==> src/rtl/alu_issue_stage.sv <==
// RV32I decode/issue stage feeding the integer ALU through a 2-entry skid buffer.
// Optional writeback bypass on the register operands: define ALU_ISSUE_BYPASS_EN.
module alu_issue_stage #(
  parameter int unsigned XLEN = 32,
  parameter int unsigned RD_W = 5
) (
  input  logic            clk,
  input  logic            rst_n,
  input  logic            flush,
  input  logic            in_valid,
  output logic            in_ready,
  input  logic [31:0]     in_instr,
  input  logic [XLEN-1:0] in_rs1_data,
  input  logic [XLEN-1:0] in_rs2_data,
  output logic            out_valid,
  input  logic            out_ready,
  output logic [XLEN-1:0] out_operand1,
  output logic [XLEN-1:0] out_operand2,
  output logic [2:0]      out_funct3,
  output logic            out_subsra,
  output logic [RD_W-1:0] out_rd,
  output logic            out_illegal,
  input  logic            byp_valid,
  input  logic [RD_W-1:0] byp_rd,
  input  logic [XLEN-1:0] byp_data
);

  localparam logic [6:0] OPC_OP     = 7'b0110011;
  localparam logic [6:0] OPC_OP_IMM = 7'b0010011;
  localparam logic [6:0] F7_ZERO    = 7'b0000000;
  localparam logic [6:0] F7_ALT     = 7'b0100000;

  typedef struct packed {
    logic [XLEN-1:0] operand1;
    logic [XLEN-1:0] operand2;
    logic [2:0]      funct3;
    logic            subsra;
    logic [RD_W-1:0] rd;
    logic            illegal;
  } entry_t;

  typedef enum logic [1:0] {
    ST_EMPTY = 2'd0,
    ST_ONE   = 2'd1,
    ST_FULL  = 2'd3
  } state_t;

  state_t state_q, state_d;
  entry_t main_q, skid_q, dec;
  logic   load_main, load_skid, skid_to_main;
  logic   in_fire, out_fire;

  logic [6:0]      opcode, funct7;
  logic [2:0]      funct3;
  logic [XLEN-1:0] rs1_val, rs2_val, imm_val;

  assign opcode  = in_instr[6:0];
  assign funct3  = in_instr[14:12];
  assign funct7  = in_instr[31:25];
  assign imm_val = {{(XLEN-12){in_instr[31]}}, in_instr[31:20]};

  assign in_fire  = in_valid && in_ready;
  assign out_fire = out_valid && out_ready;

`ifdef ALU_ISSUE_BYPASS_EN
  logic byp_rs1_hit, byp_rs2_hit;
  assign byp_rs1_hit = byp_valid && (byp_rd != '0) && (byp_rd == RD_W'(in_instr[19:15]));
  assign byp_rs2_hit = byp_valid && (byp_rd != '0) && (byp_rd == RD_W'(in_instr[24:20]));
  assign rs1_val     = byp_rs1_hit ? byp_data : in_rs1_data;
  assign rs2_val     = byp_rs2_hit ? byp_data : in_rs2_data;
`else
  logic unused_byp;
  assign unused_byp = ^{byp_valid, byp_rd, byp_data, in_instr[19:15]};
  assign rs1_val    = in_rs1_data;
  assign rs2_val    = in_rs2_data;
`endif

  // Decode into an entry; illegal encodings keep only rd so the ALU sees a benign op.
  always_comb begin
    logic            legal;
    logic            subsra;
    logic [XLEN-1:0] op2;
    legal  = 1'b0;
    subsra = 1'b0;
    op2    = '0;
    dec    = '0;
    unique case (opcode)
      OPC_OP: begin
        legal  = (funct7 == F7_ZERO) ||
                 ((funct7 == F7_ALT) && ((funct3 == 3'b000) || (funct3 == 3'b101)));
        op2    = rs2_val;
        subsra = in_instr[30];
      end
      OPC_OP_IMM: begin
        op2 = imm_val;
        if (funct3 == 3'b001) begin
          legal = (funct7 == F7_ZERO);
        end else if (funct3 == 3'b101) begin
          legal  = (funct7 == F7_ZERO) || (funct7 == F7_ALT);
          subsra = in_instr[30];
        end else begin
          legal = 1'b1;
        end
      end
      default: legal = 1'b0;
    endcase
    dec.rd = RD_W'(in_instr[11:7]);
    if (legal) begin
      dec.operand1 = rs1_val;
      dec.operand2 = op2;
      dec.funct3   = funct3;
      dec.subsra   = subsra;
    end else begin
      dec.illegal = 1'b1;
    end
  end

  // State register; handshake flags are registered from the next state.
  always_ff @(posedge clk or negedge rst_n) begin
    if (!rst_n) begin
      state_q   <= ST_EMPTY;
      in_ready  <= 1'b1;
      out_valid <= 1'b0;
    end else begin
      state_q   <= state_d;
      in_ready  <= (state_d != ST_FULL);
      out_valid <= (state_d != ST_EMPTY);
    end
  end

  // Next-state logic; flush overrides every other event.
  always_comb begin
    state_d = state_q;
    if (flush) begin
      state_d = ST_EMPTY;
    end else begin
      unique case (state_q)
        ST_EMPTY: if (in_fire) state_d = ST_ONE;
        ST_ONE: begin
          if (in_fire && !out_fire)      state_d = ST_FULL;
          else if (!in_fire && out_fire) state_d = ST_EMPTY;
        end
        ST_FULL:  if (out_fire) state_d = ST_ONE;
        default:  state_d = ST_EMPTY;
      endcase
    end
  end

  // Buffer write controls.
  always_comb begin
    load_main    = 1'b0;
    load_skid    = 1'b0;
    skid_to_main = 1'b0;
    if (!flush) begin
      unique case (state_q)
        ST_EMPTY: load_main = in_fire;
        ST_ONE: begin
          load_main = in_fire && out_fire;
          load_skid = in_fire && !out_fire;
        end
        ST_FULL: begin
          load_main    = out_fire;
          skid_to_main = out_fire;
        end
        default: ;
      endcase
    end
  end

  always_ff @(posedge clk or negedge rst_n) begin
    if (!rst_n) begin
      main_q <= '0;
      skid_q <= '0;
    end else begin
      if (load_main) main_q <= skid_to_main ? skid_q : dec;
      if (load_skid) skid_q <= dec;
    end
  end

  assign out_operand1 = main_q.operand1;
  assign out_operand2 = main_q.operand2;
  assign out_funct3   = main_q.funct3;
  assign out_subsra   = main_q.subsra;
  assign out_rd       = main_q.rd;
  assign out_illegal  = main_q.illegal;

endmodule

==> config.mk <==
export PLATFORM = sky130hd
export DESIGN_NAME = alu_issue_stage
export DESIGN_NICKNAME = d
export VERILOG_FILES = /design/src/rtl/alu_issue_stage.sv
export SDC_FILE = /design/constraint.sdc
export NUM_CORES = 1
export LEC_CHECK = 0
export CAP_MARGIN = 40
export CELL_PAD_IN_SITES_DETAIL_PLACEMENT = 0
export CELL_PAD_IN_SITES_GLOBAL_PLACEMENT = 1
export CORE_UTILIZATION = 35
export DETAILED_ROUTE_END_ITERATION = 6
export GPL_ROUTABILITY_DRIVEN = 0
export GPL_TIMING_DRIVEN = 0
export PLACE_DENSITY = 0.92
export SLEW_MARGIN = 20
export SYNTH_ARGS = -nofsm -noshare
export SYNTH_HDL_FRONTEND = slang
export SYNTH_SLANG_ARGS = --single-unit
export TNS_END_PERCENT = 100
==> constraint.sdc <==
create_clock -name clk -period 2.9 [get_ports clk]
set_clock_uncertainty 0.2 [all_clocks]
set_input_delay 0.725 -clock clk [delete_from_list [all_inputs] [get_ports clk]]
set_output_delay 0.725 -clock clk [all_outputs]
set_load 0.02 [all_outputs]
* After elaboration in Yosys (flattened, before gate mapping)
Index checks and enable logic that the tools add are counted.
** Operators by class
- Add/sub/neg operators :: 0
- $mul :: 0
- Divide/modulo/power cells :: 0
- $lt $le $gt $ge :: 0
- Eq/ne operators :: 8
- Shifts and indexed selects :: 0
- Muxes and demuxes :: 22
- Bitwise logic cells :: 0
- Reduce and logical (&&, ||, !) cells :: 15
** Operators by type and width (number)
- 74-bit 2-to-1 mux :: 1
- 68-bit 2-to-1 mux :: 1
- 32-bit case mux with 2 select lines :: 1
- 7-bit by 6-bit equality test with 1-bit output, second input constant :: 2
- 1-bit 2-to-1 mux :: 10
- 2-bit 2-to-1 mux :: 5
- 7-bit by 5-bit equality test with 1-bit output, second input constant :: 1
- 7-bit logical NOT :: 1
- 1-bit logical AND :: 6
- 2-bit case mux with 3 select lines :: 1
- 1-bit case mux with 2 select lines :: 2
- 3-bit by 1-bit equality test with 1-bit output, second input constant :: 1
- 3-bit equality test, second input constant :: 1
- 3-bit logical NOT :: 1
- 1-bit logical OR :: 3
- 1-bit case mux with 3 select lines :: 1
- 2-bit by 1-bit equality test with 1-bit output, second input constant :: 1
- 2-bit equality test, second input constant :: 1
- 1-bit logical NOT :: 2
- 2-bit logical NOT :: 1
- 2-bit != test, second input constant :: 1
- 2-bit nonzero test :: 1
** Storage, ports and cells
- Bits in registers :: 152
- Latch bits :: 0
- Memory bits (writable) :: 0
- Bits in read-only memories :: 0
- Bits of input ports :: 139
- Output and inout port bits :: 76
- Logic and storage cells :: 60
- Memories :: 0

* Logic depth before layout (Yosys ltp)
Gate-level depths: netlist of the first run.
- Depth after elaboration :: 8
- Gate-level depth with buffers :: 8
- Mapped depth without buffers :: 5

* Least setup slack after synthesis of the first run
No wires, ideal clock.
- Path kind :: input to register
- Start :: input in_instr[27]
- End :: register main_q (netlist bit out_operand2[0])
- Data arrival time :: 2.426 ns
- Setup slack :: 0.193 ns
- Stages on the path :: 7
- Path buffers :: 2
- Cells stage by stage :: or4_4 -> o32ai_2 -> nand2_2 -> buf_6 -> buf_6 -> or4_1 -> a31oi_1
** Between the ends
- Cells in the longest elaborated chain, start to end :: 7
- Elaborated cells between the ends (all ways) :: 10
- Those cells by class :: eq/ne: 1; mux: 5; reduce/logical: 4
** Ends and longest elaborated chain
- start: declaration :: line 12 : input logic [31:0] in_instr,
- 7-bit by 6-bit equality test with 1-bit output / 7-bit logical NOT (equally long branches)
- 1-bit logical OR :: line 99 : legal = (funct7 == F7_ZERO) || (funct7 == F7_ALT);
- 1-bit 2-to-1 mux :: line 98 : end else if (funct3 == 3'b101) begin
- 1-bit 2-to-1 mux :: line 96 : if (funct3 == 3'b001) begin
- 1-bit case mux with 2 select lines * :: line 87 : unique case (opcode)
- 68-bit 2-to-1 mux * :: line 108 : if (legal) begin
- 74-bit 2-to-1 mux * :: line 175 : if (load_main) main_q <= skid_to_main ? skid_q : dec;
- end signal: assignment :: line 175
- end: declaration :: line 49 : entry_t main_q, skid_q, dec;
Every way passes the cells marked *; elsewhere a longest branch is shown, timed or not.
A chain may end at the register's enable or synchronous reset.

* Final worst setup path of the first run
- Start :: input flush
- End :: register skid_q[50] in the netlist's numbering
** Between the ends
- Cells in the longest elaborated chain, start to end :: 1
** Ends and longest elaborated chain
- start: declaration :: line 9 : input logic flush,
- 1-bit 2-to-1 mux :: line 154 : if (!flush) begin
- end signal: assignment :: line 173 : skid_q <= '0;
- end signal: assignment :: line 176 : if (load_skid) skid_q <= dec;
- end: declaration :: line 49
No other way between the ends.

==> results of run 1 <==
==> flip-flops by register name, indices dropped and copies added, names as in the netlist <==
name	flops
out_operand1	32
out_operand2	32
out_illegal	1
out_valid	1
out_subsra	1
out_rd	5
out_funct3	3
skid_q	74
state_q	2
in_ready	1
==> cells in the mapped netlist (2+ instances only) <==
cell type  number  area (µm²)
dfrtp_1       151        3779
buf_6           2       22.52
o21ai_0        30       150.1
inv_1           3       11.26
a32oi_1         5       43.79
nand2_1       108       405.4
or2_2           2       12.51
o21ai_1         4       20.02
nor2b_1         5       31.28
a22o_1         36       315.3
a21oi_1        31       155.2
nand4_1        37       231.5
nor3_1          2       10.01
nand3b_1        2       15.01
mux2_2          5       56.30
and2_1          2       12.51
buf_2           8       40.04
or4_1          27       202.7
buf_1           2       7.510
nor2_1         79       296.5
a31oi_1        69       431.7
mux2i_1        11       110.1
clkbuf_1       57       214.0
==> through the flow <==
stage	worst slack, ps	total power, mW	util	instances
after floorplan	192.6	3.222	-	689
after global placement	-5324	4.039	0.4645	1093
after detailed placement	-822.8	4.065	0.4662	1094
after CTS	12.94	6.400	0.5027	1128
after global routing	-10.53	6.619	0.5052	1129
final	94.26	6.344	0.5052	1129
==> metal layers <==
metal / wire [µm] / vias to the layer above / GRT usage / part of all wire
met3: 1377 / 18 / 0.05026 / 0.064
met2: 10420 / 249 / 0.3761 / 0.49
met1: 9430 / 3100 / 0.3067 / 0.44
met4: 180 / 0 / 0.05899 / 0.0084
li1: - / 2877 / - / -
met5: 0 / - / 0 / 0
==> cell families (layout without fill, tap and decap cells) <==
logic type	after synthesis	in the layout
compound gates	178	178
buf+inv	72	278
flops	152	152
mux	16	16
simple gates	271	271
==> power groups by stage <==
stage,combinational (mW),sequential [mW],clock (mW)
floorplan,0.360,2.86,0
global placement,1.44,2.60,0
detailed placement,1.47,2.60,0
CTS,1.48,2.56,2.36
global route,1.58,2.59,2.45
finish,1.46,2.56,2.32
==> worst max-delay path by stage <==
stage | to | slack, ps
after global placement | skid_q[22] | -5320
after detailed placement | out_operand2[16] | -820
final | skid_q[50] | 90
after floorplan | out_operand2[0] | 190
after global routing | out_operand2[5] | -10
after CTS | out_subsra | 10
==> final cells by class <==
cell class,instances,share of cell area
plain buffers,68,0.03323
well taps,234,0.03098
inverters,3,0.001192
repair buffers,175,0.1889
flip-flops and latches,152,0.4026
multi-input cells,465,0.2770
clock inverters,13,0.01814
clock buffers,19,0.04793
==> worst reg2reg max path: cells and delay by family (launching register included) <==
family / cells / cell delay (ps)
AOI/OAI and AO/OA: 1 / 310
buffers and inverters: 3 / 810
DFF: 1 / 380
and+or+nand+nor: 3 / 580
==> what timing repair did <==
action | CTS | global route
hold buffers | 0 | 0
buffers inserted | 3 | 1
setup endpoints to repair | 122 | 109
cloned | 0 | 0
resized for setup | 13 | 26
pin swaps | 3 | 4
==> results.json, run 1 <==
{
  "p_comb_frac": 0.230,
  "min_period_ps": 2806,
  "die_w_um": 140.3,
  "layout_commonest_cell": "clkdlybuf4s50_1",
  "seqPwrFrac": 0.404,
  "finalSetupViolCount": 0,
  "cp-start-kind": "primary input",
  "clk_latency_ps": 430,
  "whs_ps": 51.24,
  "ant_nets": 0,
  "h-tree-depth": 4,
  "cp_common_cell": "clkbuf_1",
  "switchingPower_mw": 1.844,
  "hpwl_mm": 15.04,
  "synth_nets": 828,
  "crit_type": "primary input to flop",
  "dpl_cell_area_mm2": 0.008721,
  "core_area_mm2": 0.01871,
  "io_buffer_count": 170,
  "synth_edf_count": 0,
  "crit_start": "flush",
  "area_growth_pct": 41.18,
  "worst_ep_arrival_time_ps": 2920,
  "io_pins": 215,
  "muxShareOfSynthArea": 0.02486,
  "wirelength_mm": 21.41,
  "maxSlewHeadroom": 0.4794,
  "grt_overflow": 0,
  "ys_ff_latch": 152,
  "dr.pass1.iters": 5,
  "rows": 50,
  "grt_pass1_wl_mm": 34.11,
  "synth_ff_type": "dfrtp_1",
  "hold_path.class": "primary input to asynchronous set/reset pin",
  "worst_ir_drop_vdd_mv": 0.4083,
  "mostFrequentLayoutCells": "clkdlybuf4s50_1 (164), dfrtp_1 (151), nand2_1 (108), nor2_1 (79), a31oi_1 (69)",
  "layout.nets": 1021,
  "dr.first_iter.drc_count": 482,
  "cp_slowest_stage_delay_ps": 480,
  "die_h_um": 140.3,
  "p_sw_frac": 0.2906,
  "num_vias": 6244,
  "die_area_mm2": 0.01968,
  "critPathTopFamily": "buffers and inverters",
  "end_kind": "flop",
  "cts_buffers": 17,
  "fin_area_mm2": 0.009450,
  "rr_worst_depth": 7,
  "seqCellArea_mm2": 0.003805,
  "clockBufferDepth": 2,
  "crit_buf_inv": 4,
  "critPathSlowestCell": "clkdlybuf4s50_1",
  "cts.sinks": 152,
  "synth_area_mm2": 0.006694,
  "first_global_vias": 6154,
  "grt_max_degree": 82,
  "slew_viol_final": 0,
  "timing.rr.start": "state_q[0]",
  "via_per_inst": 5.531,
  "n_fill_cell": 1715,
  "rrSetupSlack_ps": 490,
  "cts.clk_slew.worst_paths_ps": 60,
  "hold_violations": 0,
  "initial_utilization": 0.3579,
  "tightest_slew_ps": 780.9,
  "grt_usage": 0.2290,
  "cp_cell_sequence": "clkdlybuf4s50_1 -> nor2b_1 -> nand2_1 -> or2_2 -> clkbuf_1 -> clkbuf_2 -> clkbuf_1 -> a22o_1",
  "fin_setup_tns_ps": 0,
  "cp.depth": 8,
  "multiInputGateArea_mm2": 0.002618,
  "synth-compound-area-share": 0.1712,
  "synthAdderAreaFrac": 0,
  "cts-root-buf": "clkbuf_16",
  "p_per_area_mw_per_mm2": 671.3,
  "drive_gt1_frac": 0.08939,
  "synth_xor_area_frac": 0,
  "synthArstFlopShare": 1.000,
  "crit_required_ps": 3010,
  "cts_tree": "done",
  "reg2reg_to": "skid_q[50]",
  "fmax_mhz": 356.4,
  "yosysWarnings": 0,
  "routedWlPerCell_um": 18.97,
  "maxCapViolCount": 0,
  "final.period_utilization": 0.9675,
  "status": "complete, no violations",
  "path_max_fanout": 10,
  "yosys.area_share.simple": 0.1914,
  "cellLeakagePower_nw": 3.850,
  "synth_top_family_by_area": "simple AND/OR/NAND/NOR gates",
  "synthCells": 689,
  "antenna_cells": 0,
  "synth.avg_cell_area_um2": 9.715,
  "pwr-share-clk": 0.366,
  "remaining_drc_errors": 0,
  "internal_power_mw": 4.500,
  "antenna_found_initial": 0,
  "synth.distinct_cells": 34,
  "yosysSeqAreaShare": 0.5684
}
Power figures use the tool's default switching activity.
==> run 2: changes to the inputs <==
Settings changed: CTS_CLUSTER_DIAMETER from default to 120.
==> results of run 2 <==
Same layout as run 1: the final DEF is identical, and so are final timing and power.
